### config.mk
export PLATFORM = sky130hd
export DESIGN_NAME = control_sequencer
export DESIGN_NICKNAME = d
export VERILOG_FILES = /design/src/rtl/control_sequencer_pkg.sv /design/src/rtl/control_sequencer.sv
export SDC_FILE = /design/constraint.sdc
export NUM_CORES = 1
export LEC_CHECK = 0
export ABC_CLOCK_PERIOD_IN_PS = 2200
export CORE_MARGIN = 4
export CORE_UTILIZATION = 45
export DETAILED_ROUTE_END_ITERATION = 16
export PLACE_DENSITY = 0.88
export SETUP_SLACK_MARGIN = 0.1
export SYNTH_ARGS = -nofsm -noshare
export SYNTH_HDL_FRONTEND = slang
export SYNTH_SLANG_ARGS = --single-unit
### constraint.sdc
create_clock -name clk -period 2.2 [get_ports clk]
set_clock_uncertainty 0.1 [all_clocks]
set_input_delay 0.33 -clock clk [delete_from_list [all_inputs] [get_ports clk]]
set_output_delay 0.33 -clock clk [all_outputs]
set_load 0.1 [all_outputs]
### src/rtl/control_sequencer_pkg.sv
// rtl/control_sequencer_pkg.sv - step codes and opcode constants shared with the step decoder
package control_sequencer_pkg;

  typedef enum logic [3:0] {
    ST_IDLE   = 4'b0000,
    ST_DECODE = 4'b0001,
    ST_LOAD   = 4'b0010,
    ST_MOVE   = 4'b0011,
    ST_LDPC   = 4'b0100,
    ST_BRANCH = 4'b0101,
    ST_SUB0   = 4'b0110,
    ST_SUB1   = 4'b0111,
    ST_SUB2   = 4'b1000,
    ST_ADD0   = 4'b1001,
    ST_ADD1   = 4'b1010,
    ST_ADD2   = 4'b1011,
    ST_XOR0   = 4'b1100,
    ST_XOR1   = 4'b1101,
    ST_XOR2   = 4'b1110,
    ST_DONE   = 4'b1111
  } state_e;

  localparam logic [2:0] OP_LOAD   = 3'b000;
  localparam logic [2:0] OP_MOVE   = 3'b001;
  localparam logic [2:0] OP_LDPC   = 3'b010;
  localparam logic [2:0] OP_BRANCH = 3'b011;
  localparam logic [2:0] OP_SUB    = 3'b100;
  localparam logic [2:0] OP_ADD    = 3'b101;
  localparam logic [2:0] OP_XOR    = 3'b110;
  localparam logic [2:0] OP_RSVD   = 3'b111;

  function automatic logic [2:0] ir_opcode(input logic [15:0] ir);
    return ir[15:13];
  endfunction

endpackage

### src/rtl/control_sequencer.sv
// rtl/control_sequencer.sv - instruction step sequencer with IR, sticky illegal flag and retire counter
// Every output is a flop; busy/done are precomputed from the next state.
module control_sequencer
  import control_sequencer_pkg::*;
(
  input  logic        clk,
  input  logic        resetn,
  input  logic        run,
  input  logic        stall,
  input  logic [15:0] din,
  output logic [15:0] instr,
  output logic [3:0]  state,
  output logic        busy,
  output logic        done,
  output logic        illegal,
  output logic [15:0] retired
);

  state_e      state_q, state_d;
  logic [15:0] ir_q, ir_d;
  logic        illegal_q, illegal_d;
  logic [15:0] retired_q, retired_d;
  logic        busy_q, busy_d;
  logic        done_q, done_d;

  always_comb begin
    state_d   = state_q;
    ir_d      = ir_q;
    illegal_d = illegal_q;
    retired_d = retired_q;
    if (!stall) begin
      case (state_q)
        ST_IDLE: begin
          if (run) begin
            ir_d      = din;
            illegal_d = 1'b0;
            state_d   = ST_DECODE;
          end
        end
        ST_DECODE: begin
          case (ir_opcode(ir_q))
            OP_LOAD:   state_d = ST_LOAD;
            OP_MOVE:   state_d = ST_MOVE;
            OP_LDPC:   state_d = ST_LDPC;
            OP_BRANCH: state_d = ST_BRANCH;
            OP_SUB:    state_d = ST_SUB0;
            OP_ADD:    state_d = ST_ADD0;
            OP_XOR:    state_d = ST_XOR0;
            default: begin
              state_d   = ST_DONE;
              illegal_d = 1'b1;
            end
          endcase
        end
        ST_LOAD, ST_MOVE, ST_LDPC, ST_BRANCH: state_d = ST_DONE;
        ST_SUB0: state_d = ST_SUB1;
        ST_SUB1: state_d = ST_SUB2;
        ST_ADD0: state_d = ST_ADD1;
        ST_ADD1: state_d = ST_ADD2;
        ST_XOR0: state_d = ST_XOR1;
        ST_XOR1: state_d = ST_XOR2;
        ST_SUB2, ST_ADD2, ST_XOR2: state_d = ST_DONE;
        ST_DONE: begin
          state_d   = ST_IDLE;
          retired_d = retired_q + 16'd1;
        end
        default: state_d = ST_IDLE;
      endcase
    end
    busy_d = (state_d != ST_IDLE);
    done_d = (state_d == ST_DONE);
  end

  always_ff @(posedge clk or negedge resetn) begin
    if (!resetn) begin
      state_q   <= ST_IDLE;
      ir_q      <= 16'h0000;
      illegal_q <= 1'b0;
      retired_q <= 16'h0000;
      busy_q    <= 1'b0;
      done_q    <= 1'b0;
    end else begin
      state_q   <= state_d;
      ir_q      <= ir_d;
      illegal_q <= illegal_d;
      retired_q <= retired_d;
      busy_q    <= busy_d;
      done_q    <= done_d;
    end
  end

  assign instr   = ir_q;
  assign state   = state_q;
  assign busy    = busy_q;
  assign done    = done_q;
  assign illegal = illegal_q;
  assign retired = retired_q;

endmodule

# Yosys cells after proc, flatten, opt, wreduce, memory -nomap -nowiden
# Index checks and enable logic that the tools add are counted.
# word_totals
register_bits	39
latchBits	0
ramBits	0
romBits	0
inputBits	20
out_inout_bits	39
elab_cells	48
memories	0
# op_classes
n_addsub	1
multipliers	0
div_mod_pow	0
magnitude_cmp	0
n_eq_ne	24
n_shift	0
mux	7
bitwise	1
reduce_logical	9
# op_table
operator	count
one-hot mux 4 bit (10 select lines)	1
== test 4 bit (second input constant)	9
one-hot mux 4 bit (7 select lines)	1
adder 16 x 1 -> 16 bit (second input constant)	1
== test 4 x 3 -> 1 bit (second input constant)	4
OR reduction 7 bit	2
== test 3 bit (second input constant)	3
== test 4 x 2 -> 1 bit (second input constant)	2
2-to-1 mux 4 bit	2
== test 3 x 2 -> 1 bit (second input constant)	2
== test 4 x 1 -> 1 bit (second input constant)	1
zero test 4 bit	1
!= test 2 bit (second input constant)	2
AND reduction 4 bit	1
nonzero test 4 bit	1
== test 3 x 1 -> 1 bit (second input constant)	1
zero test 3 bit	1
AND reduction 3 bit	1
2-to-1 mux 1 bit	2
one-hot mux 1 bit (2 select lines)	1
AND reduction 2 bit	1
nonzero test 2 bit	1
inverter 1 bit	1

# Longest topological paths before layout
# depth
word_depth	5
mapped_depth	6
ltp_nobuf	6

# Worst setup path before layout
# No wires, ideal clock.
# synth_timing
path_type	register -> register
startpoint	reg state_q[1] (netlist: state[1])
endpoint	reg retired_q[15] (netlist: retired[15])
setup_ns	0.158
arrival_time_ns	2.162
required_time_ns	1.942
slack_ns	-0.220
stages_incl_launch_ff	7
n_path_buf	1
period_less_slack_ns	2.420
cell_sequence	dfrtp_1 -> buf_4 -> and4b_1 -> nand3_1 -> nor2_1 -> nand4_1 -> xnor2_1
# synth_via
elab_chain_cells	2
# synth_lines
item	line	source
from (decl)	control_sequencer.sv:19	state_e state_q, state_d;
from (signal assigned)	control_sequencer.sv:83	state_q <= state_d;
== test 4 bit	control_sequencer.sv:32	case (state_q)
AND reduction 2 bit (no source line)	--	
to (signal assigned)	control_sequencer.sv:86	retired_q <= retired_d;
to (decl)	control_sequencer.sv:22	logic [15:0] retired_q, retired_d;
# No other way between the ends.
# A chain may end at the register's enable or synchronous reset.

# Worst setup path after layout
# layout_timing
startpoint	in stall
endpoint	reg done_q (netlist: done)
# layout_via
elab_chain_cells	2
# layout_lines
item	line	source
from (decl)	control_sequencer.sv:9	input logic stall,
2-to-1 mux 4 bit	control_sequencer.sv:31	if (!stall) begin
== test 4 bit	control_sequencer.sv:71	done_d = (state_d == ST_DONE);
via done_d	control_sequencer.sv:24	logic done_q, done_d;
to (signal assigned)	control_sequencer.sv:88	done_q <= done_d;
to (decl)	control_sequencer.sv:24	
# The timed path passes the listed nets, and every way through them passes these cells.

==> results.json <==
{
  "critPathCaptureType": "flop",
  "critical-path-top-delay-family": "buffers and inverters",
  "die_h_um": 70.6,
  "syn_to_final_growth_pct": 36.2,
  "grt_pass1_wl_mm": 6.22,
  "io_pins": 59,
  "grt_util_all_layers_pct": 15.8,
  "synth_largest_area_cell": "dfrtp_1",
  "drv_slew": 0,
  "numPortBuffers": 58,
  "num_vias": 1290,
  "synth.area.top_cells": "dfrtp_1, mux2_4, xnor2_1",
  "period_minus_slack_ns": 1.93,
  "synth_common_cells": "dfrtp_1, xnor2_1, nand2_1, mux2_4",
  "dieArea_um2": 4980,
  "grt-ovfl-total": 0,
  "numCtsBuffers": 5,
  "dp_hpwl_mm": 2.74,
  "rsz0062_at_grt": "no",
  "cts_buffer_depth": 2,
  "crit_fanout": 8,
  "antenna_found_initial": 0,
  "routed_via_density": 5.06,
  "post-route-drc-count": 0,
  "clock_latency_ns": 0.29,
  "wl_mm": 3.63,
  "core_um2": 3720,
  "synth_top_area_share_pct": 55.4,
  "post-route-util_pct": 64.5,
  "ant_nets": 0,
  "ctsResizeCount": 0,
  "path_buf_inv": 1,
  "slowest_stage": "clkdlybuf4s50_1",
  "synthesis.yosys.warnings": 0,
  "gp_congestion": 0.877,
  "h-tree-depth": 2,
  "crit_path_cell_trace": "clkdlybuf4s50_1 > and4b_1 > a311oi_1 > a22oi_1 > nor4_2",
  "finalCritPeriodShare_pct": 87.6,
  "cp.arrival_ns": 2.02,
  "syn_area_per_cell_um2": 12.6,
  "synth_enable_flop_cells": 0,
  "worst_pin_slew_ns": 0.387,
  "ys_async_sr_fraction_pct": 100,
  "crit_type": "input port to flop",
  "slew_headroom_pct": 74.2,
  "clockRootBuffer": "clkbuf_8",
  "finalSetupViolations": 0,
  "synth.distinct_cells": 32,
  "hp-class": "input port to asynchronous set/reset pin",
  "grt_pass1_vias": 1302,
  "final_layout_size_suffix_gt1_share_pct": 38.2,
  "fmax_ghz": 0.519,
  "drt_iter0_drc": 66,
  "syn_inst": 140,
  "tns_ns": 0,
  "dr.pass1.iters": 4,
  "cts_tree": "built",
  "synth_seq_area_share_pct": 55.4,
  "synth.most_common_cell": "dfrtp_1",
  "crit_required_ns": 2.30,
  "drt-wirelength-per-cell_um": 14.2,
  "clk_pin_slew_worst_paths_ns": 0.07,
  "die_x_um": 70.6,
  "status": "completed",
  "nNetsFinal": 227,
  "diodes": 0,
  "startpoint_type": "input port",
  "clock_sink_count": 39,
  "ys_ff_latch": 39,
  "syn_nets": 161,
  "row_count": 22,
  "drv_cap": 0,
  "grt_start_max_net_pins": 17,
  "synth_area_um2": 1760,
  "ys.flop_type": "dfrtp_1",
  "hold_viol": 0,
  "start_util_pct": 47.4,
  "cpPeakStageDelay_ns": 0.66
}
==> sequential cells by signal, summed over array words and instances (netlist names) <==
name     count
instr       16
retired     16
state        4
busy         1
done         1
illegal      1
==> layout by cell type, fill, tap and decap left out, drive strengths merged, types with 6 or more instances in the layout <==
master	n
buf	44
clkbuf	7
clkdlybuf4s50	18
dfrtp	39
inv	7
mux2	17
nand2	11
nand3	7
nor2	6
xnor2	14
==> kinds of logic after synthesis <==
family                   after synthesis  share of synthesized area (%)
AND/OR/NAND/NOR                       40                           13.4
adder cells (fa/ha/maj)                1                          0.710
XOR/XNOR                              17                           8.45
multiplexers                          17                           13.0
AO/OA/AOI/OAI                         15                           5.54
buffers and inverters                 11                           3.48
flip-flops                            39                           55.4
==> metal layers <==
layer,part of all wire [%],GRT usage (%)
met1,42,18.9
met5,0,0
met4,1.6,5.85
met2,46,24.7
met3,10,7.67
==> worst register-to-register path, cell delays in order, from the launching register on <==
cell	delay (ns)
dfrtp_2	0.49
or2_4	0.30
nor3_4	0.19
nand3_4	0.10
buf_4	0.23
mux2_4	0.33
==> metrics by stage <==
stage	setup slack, ns	hold WS (ns)	instances	instance area, um2
after detailed placement	-0.00559	0.151	246	2310
after CTS	0.305	0.371	255	2400
after floorplan	0.0934	-0.0656	140	1770
final	0.273	0.374	255	2400
after global placement	0.0970	0.149	246	2310
after global routing	0.143	0.401	255	2400
==> path summary, 6_finish.rpt <==
| check | startpoint | end | slack [ns] | cells after the start |
|---|---|---|---|---|
| hold reg to reg | retired[2]$_DFFE_PN0P_ | retired[2]$_DFFE_PN0P_ | 0.39 | 1 |
| max in group asynchronous | resetn | retired[1]$_DFFE_PN0P_ | 1.12 | 3 |
| min in group clk | retired[2]$_DFFE_PN0P_ | retired[2]$_DFFE_PN0P_ | 0.39 | 1 |
| setup / recovery | stall | done$_DFF_PN0_ | 0.27 | 5 |
| setup reg to reg | state[3]$_DFF_PN0_ | instr[0]$_DFFE_PN0P_ | 0.36 | 5 |
| hold / removal | resetn | instr[13]$_DFFE_PN0P_ | 0.37 | 2 |
==> area by class of cell <==
class	count	area, um2
tap	48	60.1
multi-input combinational	90	724
inverter	7	26.3
fill	312	1320
clock inverter	1	5.00
sequential	39	988
timing repair buffer	63	518
clock buffer	7	76.3
==> timing repair <==
item	4_1_cts	5_1_grt
buffers inserted	0	0
hold buffers	1	0
hold endpoints to repair	13	0
Power is left out: the tool's default activity adds up to more than one toggle a clock period on the data nets, which glitch-free logic cannot reach.
